File: src/rtl/adc_packet_capture.sv
// ============================================================================
//  Module   : adc_packet_capture
//  Brief    : Packs 16-bit ADC samples into 32-bit AXI-Stream beats of a
//             software-programmed byte length, with tlast on the final beat.
//  Revision : 1.0 - initial release
// ============================================================================
`default_nettype none
`timescale 1ns/1ps

module adc_packet_capture #(
   parameter int FIFO_DEPTH = 16
) (
   input  logic        clk,
   input  logic        reset,
   input  logic [15:0] adc_data,
   input  logic        adc_valid,
   input  logic [3:0]  reg_addr,
   input  logic        reg_wr,
   input  logic [31:0] reg_wdata,
   input  logic        reg_rd,
   output logic [31:0] reg_rdata,
   output logic        reg_rvalid,
   output logic [31:0] m_axis_tdata,
   output logic        m_axis_tvalid,
   input  logic        m_axis_tready,
   output logic        m_axis_tlast,
   output logic        busy
);

   localparam int c_ptr_w = $clog2(FIFO_DEPTH);
   localparam logic [c_ptr_w:0] c_ptr_one = 1;

   typedef enum logic [1:0] {
      ST_IDLE    = 2'd0,
      ST_CAPTURE = 2'd1,
      ST_DRAIN   = 2'd2
   } state_t;

   state_t        r_state;
   state_t        w_state_next;

   logic [31:0]   r_packet_size;
   logic          r_done;
   logic          r_overflow;
   logic [29:0]   r_word_cnt;
   logic [15:0]   r_half;
   logic          r_half_valid;
   logic [31:0]   r_rdata;
   logic          r_rvalid;

   logic [32:0]   r_mem [FIFO_DEPTH];
   logic [c_ptr_w:0] r_wr_ptr;
   logic [c_ptr_w:0] r_rd_ptr;

   logic          w_start;
   logic          w_sample_in;
   logic          w_word_ready;
   logic          w_word_last;
   logic [31:0]   w_word;
   logic          w_empty;
   logic          w_full;
   logic          w_push;
   logic          w_pop;
   logic          w_overflow;
   logic [32:0]   w_head;
   logic [31:0]   w_rd_mux;

   assign w_start      = reg_wr && (reg_addr == 4'h0) && reg_wdata[0] &&
                         (r_state == ST_IDLE) && (r_packet_size != 32'd0);
   assign w_sample_in  = (r_state == ST_CAPTURE) && adc_valid;
   assign w_word_ready = w_sample_in && r_half_valid;
   assign w_word       = {adc_data, r_half};
   assign w_word_last  = (r_word_cnt + 30'd1) >= r_packet_size[31:2];

   assign w_empty      = (r_wr_ptr == r_rd_ptr);
   assign w_full       = (r_wr_ptr[c_ptr_w] != r_rd_ptr[c_ptr_w]) &&
                         (r_wr_ptr[c_ptr_w-1:0] == r_rd_ptr[c_ptr_w-1:0]);
   assign w_pop        = !w_empty && m_axis_tready;
   // A pop in the same cycle frees a slot, so a full FIFO can still accept.
   assign w_push       = w_word_ready && (!w_full || w_pop);
   assign w_overflow   = w_word_ready && !w_push;
   assign w_head       = r_mem[r_rd_ptr[c_ptr_w-1:0]];

   assign m_axis_tvalid = !w_empty;
   assign m_axis_tdata  = w_empty ? 32'd0 : w_head[31:0];
   assign m_axis_tlast  = w_empty ? 1'b0  : w_head[32];
   assign reg_rdata     = r_rdata;
   assign reg_rvalid    = r_rvalid;

   always_comb begin
      w_state_next = r_state;
      busy         = 1'b0;
      case (r_state)
         ST_IDLE: begin
            if (w_start)
               w_state_next = ST_CAPTURE;
         end
         ST_CAPTURE: begin
            busy = 1'b1;
            if (w_push && w_word_last)
               w_state_next = ST_DRAIN;
         end
         ST_DRAIN: begin
            busy = 1'b1;
            if (w_pop && m_axis_tlast)
               w_state_next = ST_IDLE;
         end
         default: w_state_next = ST_IDLE;
      endcase
   end

   always_ff @(posedge clk or posedge reset) begin
      if (reset)
         r_state <= ST_IDLE;
      else
         r_state <= w_state_next;
   end

   always_comb begin
      w_rd_mux = 32'd0;
      case (reg_addr)
         4'h4:    w_rd_mux = {29'd0, r_overflow, r_done, busy};
         4'h8:    w_rd_mux = r_packet_size;
         default: w_rd_mux = 32'd0;
      endcase
   end

   always_ff @(posedge clk or posedge reset) begin
      if (reset) begin
         r_packet_size <= 32'd0;
         r_done        <= 1'b0;
         r_overflow    <= 1'b0;
         r_word_cnt    <= 30'd0;
         r_half        <= 16'd0;
         r_half_valid  <= 1'b0;
         r_rdata       <= 32'd0;
         r_rvalid      <= 1'b0;
      end else begin
         r_rvalid <= reg_rd;
         if (reg_rd)
            r_rdata <= w_rd_mux;
         if (reg_wr && (reg_addr == 4'h8))
            r_packet_size <= {reg_wdata[31:2], 2'b00};

         if (w_start) begin
            r_done       <= 1'b0;
            r_overflow   <= 1'b0;
            r_word_cnt   <= 30'd0;
            r_half_valid <= 1'b0;
         end else begin
            if (w_sample_in) begin
               if (!r_half_valid)
                  r_half <= adc_data;
               r_half_valid <= !r_half_valid;
            end
            if (w_push)
               r_word_cnt <= r_word_cnt + 30'd1;

            // Hardware events take precedence over a same-cycle software clear.
            if (reg_wr && (reg_addr == 4'h4)) begin
               if (reg_wdata[1])
                  r_done <= 1'b0;
               if (reg_wdata[2])
                  r_overflow <= 1'b0;
            end
            if (w_overflow)
               r_overflow <= 1'b1;
            if ((r_state == ST_DRAIN) && w_pop && m_axis_tlast)
               r_done <= 1'b1;
         end
      end
   end

   always_ff @(posedge clk or posedge reset) begin
      if (reset) begin
         r_wr_ptr <= '0;
         r_rd_ptr <= '0;
      end else begin
         if (w_push)
            r_wr_ptr <= r_wr_ptr + c_ptr_one;
         if (w_pop)
            r_rd_ptr <= r_rd_ptr + c_ptr_one;
      end
   end

   always_ff @(posedge clk) begin
      if (w_push)
         r_mem[r_wr_ptr[c_ptr_w-1:0]] <= {w_word_last, w_word};
   end

endmodule

`default_nettype wire

File: config.mk
export PLATFORM = sky130hd
export DESIGN_NAME = adc_packet_capture
export DESIGN_NICKNAME = d
export VERILOG_FILES = /design/src/rtl/adc_packet_capture.sv
export SDC_FILE = /design/constraint.sdc
export NUM_CORES = 1
export LEC_CHECK = 0
export BUFFER_PORTS_ARGS = -buffer_cell sky130_fd_sc_hd__buf_2
export CAP_MARGIN = 25
export CORE_UTILIZATION = 30
export CTS_BUF_LIST = sky130_fd_sc_hd__clkbuf_4 sky130_fd_sc_hd__clkbuf_8
export DETAILED_ROUTE_END_ITERATION = 10
export SLEW_MARGIN = 20
export SYNTH_ARGS = -nofsm -noshare
export SYNTH_HDL_FRONTEND = slang
export SYNTH_SLANG_ARGS = --single-unit
File: constraint.sdc
create_clock -name clk -period 4.9 [get_ports clk]
set_input_delay 0.98 -clock clk [delete_from_list [all_inputs] [get_ports clk]]
set_output_delay 0.98 -clock clk [all_outputs]
set_load 0.005 [all_outputs]
* After elaboration in Yosys (flattened, before gate mapping)
Memories as Yosys holds them, arrays and structs flattened.
Cells that the tools add are included.
** Word-level totals
- Flip-flop bits (word level) :: 124
- Bits in writable memories :: 528
- Bits of input ports :: 58
- Output and inout bits :: 68
- Word-level logic and storage cells :: 85
- Memories kept :: 1
** Operators by class
- Add/subtract/negate cells :: 3
- Order comparisons :: 1
- Equal/unequal tests :: 10
- Muxes and demuxes :: 22
- Bitwise logic cells :: 2
- Reductions and logical operators :: 35
** Memory list
- r_mem :: depth 16, bits a word 33, read ports 1, clocked after memory_dff 0, wr ports 1, line 51 : logic [32:0] r_mem [FIFO_DEPTH];
** Operators with widths (number)
- $pmux W32 S2 :: 1
- $mux W30 :: 2
- $mux W32 :: 1
- $reduce_bool A32 Y1 :: 1
- $add A30 B1 Y30 const B :: 1
- $ge A30 B30 Y1 :: 1
- $logic_and A1 B1 Y1 :: 16
- $mux W1 :: 14
- $reduce_bool A3 Y1 :: 4
- $add A5 B1 Y5 const B :: 2
- $mux W2 :: 3
- $pmux W2 S3 :: 1
- $reduce_and A3 Y1 :: 2
- $eq A5 B5 Y1 :: 1
- $eq A4 B3 Y1 const B :: 1
- $eq A4 B4 Y1 :: 1
- $eq A4 B4 Y1 const B :: 1
- $logic_not A1 Y1 :: 4
- $logic_not A4 Y1 :: 1
- $ne A2 B2 Y1 const B :: 2
- $reduce_and A2 Y1 :: 2
- $reduce_bool A2 Y1 :: 2
- $eq A2 B1 Y1 const B :: 1
- $eq A2 B2 Y1 const B :: 1
- 6 further kinds :: 7

* Depth between registers and ports, before layout
- Depth in word-level cells :: 9
- Gate-level depth with buffers :: 16
- Depth with buffers taken out :: 14

* Least setup slack after synthesis
Ideal clock, no wire load.
- Path type :: input-to-reg
- From :: input adc_valid
- To :: memory r_mem[0][0] (enable)
- Library setup time :: 464 ps
- Data arrival time :: 4032 ps
- Required time :: 4436 ps
- Slack :: 403 ps
- Cell stages on the path :: 6
- Buffers on the path :: 2
- Path through :: and3_1 o31a_1 buf_2 buf_2 nand2_1 nor3_1
** Between the ends
- Cells in the longest elaborated chain, start to end :: 5
** Ends and longest elaborated chain
- from (decl) :: line 16 : input logic adc_valid,
- $logic_and A1 B1 Y1 :: line 70 : assign w_sample_in = (r_state == ST_CAPTURE) && adc_valid;
- $logic_and A1 B1 Y1 :: line 71 : assign w_word_ready = w_sample_in && r_half_valid;
- $logic_and A1 B1 Y1 :: line 80 : assign w_push = w_word_ready && (!w_full || w_pop);
- $mux W1 :: line 187 : if (w_push)
- $mux W1 (implied by the code) :: line 188 : r_mem[r_wr_ptr[c_ptr_w-1:0]] <= {w_word_last, w_word};
- to (decl) :: line 51
Every way passes these cells.

* Worst setup path after layout
- From :: register r_rd_ptr[1]
- To :: output m_axis_tdata[10]
** Between the ends
- Cells in the longest elaborated chain, start to end :: 2
- Elaborated cells on any way between the ends :: 3
- Classes of those cells :: eq/ne: 1; mux: 1; memory: 1
** Ends and longest elaborated chain
- from (decl) :: line 53 : logic [c_ptr_w:0] r_rd_ptr;
- from (signal assigned) :: line 182 : r_rd_ptr <= r_rd_ptr + c_ptr_one;
- $mem_v2 Z16 W33 or $eq A5 B5 Y1 (tied branches)
- $mux W32 * :: line 85 : assign m_axis_tdata = w_empty ? 32'd0 : w_head[31:0];
- to (decl) :: line 23 : output logic [31:0] m_axis_tdata,
Mark *: on every way between the ends. The rest lies on a longest branch, timed or not.

==> results.rst <==
.. list-table::
   :header-rows: 1

   * - Metric
     - Value
   * - Final hold violations
     - 0
   * - DRC violations left
     - 0
   * - FFs w/ async S/R, synth
     - 19.02%
   * - Number of port buffers
     - 125
   * - # setup viols final
     - 0
   * - Share of layout cells above drive strength 1
     - 33.31%
   * - Clock root buffer
     - clkbuf_8
   * - Post-layout instance area
     - 31110 um^2
   * - Final slew viol count
     - 0
   * - Initial core utilization
     - 30.25%
   * - Routed vias/inst
     - 4.778
   * - Share of cell area taken by muxes after synthesis
     - 15.97%
   * - Final min period
     - 4132 ps
   * - Relative max-transition margin
     - 29.29%
   * - Cell count after synthesis
     - 1451
   * - Setup TNS Final
     - 0 ps
   * - Required time worst endpoint
     - 3920 ps
   * - Via count of the first global-routing pass
     - 14770
   * - Hold_ws
     - 325.4 ps
   * - Share of synthesized cell area in full adder, half adder and majority cells
     - 1.922%
   * - Bufs on Longest Clock Path
     - 3
   * - Antenna violations before repair
     - 4
   * - Number of nets at the end of the flow
     - 1749
   * - X dimension of the die
     - 300.3 um
   * - Number of DRC markers in iteration 0
     - 1038
   * - Status
     - finished, final reports clean
   * - Skew-Pair Late Insertion Delay
     - 750 ps
   * - Leakage power total
     - 0.01093 uW
   * - Worst clock skew
     - 52.30 ps
   * - Simple-Gate Fraction of Synth Area
     - 4.876%
   * - Top-Level Pins
     - 126
   * - CTS H-tree lvls
     - 3
   * - Residual antenna-violating net count after detailed routing
     - 0
   * - Vias after detailed routing
     - 13900
   * - Synthesis warning total
     - 0
   * - Biggest area consumer among synthesized cells
     - edfxtp_1
   * - Register area share after synthesis
     - 71.04%
   * - Post-synthesis compound-gate area fraction
     - 1.819%
   * - Fmax
     - 0.2420 GHz
   * - Crit start category
     - flip-flop
   * - Class of the worst hold path
     - primary input to async pin
   * - DR WL/cell
     - 21.00 um
   * - Average cell area after synthesis
     - 18.39 um^2
   * - Most area-consuming cells after synthesis
     - edfxtp_1 59%, mux4_2 14%, dfrtp_1 12%, mux2_2 1.9%, ha_1 1.9%
   * - Count of unique library cells instantiated by Yosys
     - 52
   * - Setup Crit Path Kind
     - flip-flop to primary output
   * - Commonest cells post-synth
     - 528 x edfxtp_1, 160 x mux4_2, 124 x dfrtp_1
   * - Worst Max-Slew Pin Slew
     - 1057 ps
   * - Clk pin slew, worst setup/hold paths
     - 60 ps
   * - Maximum net fanout on the critical path
     - 133
   * - Largest family of logic cells by synthesized area
     - multiplexers
   * - Setup repair after global routing missed its margin
     - false
   * - Number of register bits inferred by synthesis
     - 652
   * - Layout overhead on the synthesized area
     - 16.58%
   * - Share of the cycle needed by the critical path after routing
     - 84.33%
   * - Power density cells
     - 502.5 nW/um^2
   * - Postcts setup bufs
     - 0
   * - Total Wirelength
     - 61100 um
   * - Std-Cell Rows
     - 109
   * - IR drop worst, VDD
     - 0.3898 mV
   * - HPWL reported at the end of detailed placement
     - 34850 um
   * - TritonCTS buffer count
     - 105
   * - Cells resized by post-CTS repair
     - 0
   * - Arrival time reported for the critical path endpoint
     - 3150 ps
   * - Synthesized netlist net count
     - 1550
   * - Number of hold buffers added after CTS
     - 0
   * - CTS tree
     - built
   * - Capturing element type of the critical path
     - primary output
   * - Count of TritonRoute iterations in the first routing pass
     - 5
   * - Most instantiated flip-flop cell in the synthesis netlist
     - edfxtp_1
   * - Pin count of the biggest net entering global routing
     - 134
   * - Max capacitance violation total
     - 0
   * - Aggregate global-route resource usage
     - 13.58%
   * - Num Clock Sinks
     - 652
   * - Core box area
     - 88240 um^2
   * - Die area
     - 90160 um^2
   * - Height of the die
     - 300.3 um
   * - Top-count cell post-synth
     - edfxtp_1
   * - Register-to-register path setup slack
     - 1090 ps
   * - Number of synthesized flops with an enable pin
     - 528
   * - Proportion of netlist area held by the largest area contributor
     - 59.41%
   * - Placer Congestion
     - 0.7756
   * - Fraction of synthesized cell area in xor and xnor cells
     - 2.199%
   * - Post-synth design cell area
     - 26690 um^2
   * - GR Overflow Total
     - 0
   * - Placed cell area
     - 28930 um^2
   * - Global-route wire length before repair
     - 91550 um
## worst max-delay path, stage by stage (launching register included)
cell	delay (ps)
dfrtp_4	430
buf_12	570
mux4_2	420
mux4_2	460
nor2b_1	170
buf_2	180
## stage by stage
stage / cells / setup WS, ps / util (%) / total power [uW]
floorplan: 1451 / 403.3 / - / 9691
CTS: 2905 / 622.0 / 35.23 / 15880
finish: 2909 / 767.6 / 35.26 / 15630
detailed placement: 2707 / 1114 / 32.78 / 11130
global placement: 2707 / 1114 / 32.78 / 11050
global route: 2907 / 577.0 / 35.25 / 16370
## final timing paths
path | startpoint | endpoint | cells after the start
max | r_rd_ptr[1] | m_axis_tdata[10] | 5
min | reset | r_overflow | 2
max reg2reg | r_word_cnt[4] | r_state[1] | 14
min reg2reg | reg_rdata[13] | reg_rdata[13] | 2
max in group asynchronous | reset | r_packet_size[25] | 3
min in group clk | reg_wdata[28] | r_packet_size[28] | 2
## area by class of cell
class | count | area (um^2)
diodes | 3 | 7.507
clock buffers | 162 | 1923
clock inverters | 36 | 235.2
fillers | 8256 | 57130
inverters | 70 | 265.3
multi-input cells | 661 | 7267
flip-flops and latches | 652 | 18970
well taps | 1165 | 1458
repair buffers | 160 | 988.4
## per-layer routing
layer / track usage (%) / share of wire (%) / vias up / routed length [um]
met5: 0 / 0.015 / - / 9
met4: 4.434 / 2.2 / 2 / 1354
met3: 2.334 / 4.7 / 97 / 2868
met2: 22.87 / 50 / 345 / 30590
met1: 17.77 / 43 / 7385 / 26270
li1: - / - / 6069 / -
## flip-flops by register name, indices dropped and copies added (netlist names)
signal / cells
r_done: 1
r_half: 16
r_half_valid: 1
r_mem: 528
r_overflow: 1
r_packet_size: 30
r_rd_ptr: 5
r_state: 2
r_word_cnt: 30
r_wr_ptr: 5
reg_rdata: 32
reg_rvalid: 1
## cell usage in the layout (no fill, tap or decap), drive strengths merged, types with 2 or more instances in the layout
cell type  count
edfxtp       528
mux4         164
clkbuf       162
buf          160
dfrtp        124
inv           75
nand2         73
nor2          60
mux2          47
ha            41
o21ai         40
xnor2         37
nor2b         36
xor2          30
clkinv        28
nand4         22
nand3         18
a21oi         17
nor3          14
nor4           8
and3           8
a21o           7
or3            6
and2           4
and4           4
diode          3
o22ai          3
nand2b         3
clkinvlp       3
a22oi          2
mux2i          2
nor3b          2
a31oi          2
## cells by family (layout without fill, tap and decap cells)
| kind of cell | count (synthesis) | after routing |
|---|---|---|
| flops | 652 | 652 |
| simple gates | 260 | 260 |
| mux | 213 | 213 |
| buf+inv | 138 | 428 |
| compound gates | 80 | 80 |
| xor+xnor | 67 | 67 |
| fa+ha+maj | 41 | 41 |
| other cells | 0 | 3 |
## power by group
part           leakage, uW  internal, uW  total [uW]  switching, uW
logic              0.00338          2050        3880           1840
clock network      0.00115          2530        4730           2200
registers          0.00640          6510        7020            516
total               0.0109         11100       15600           4550
(Power assumes the default switching activity.)
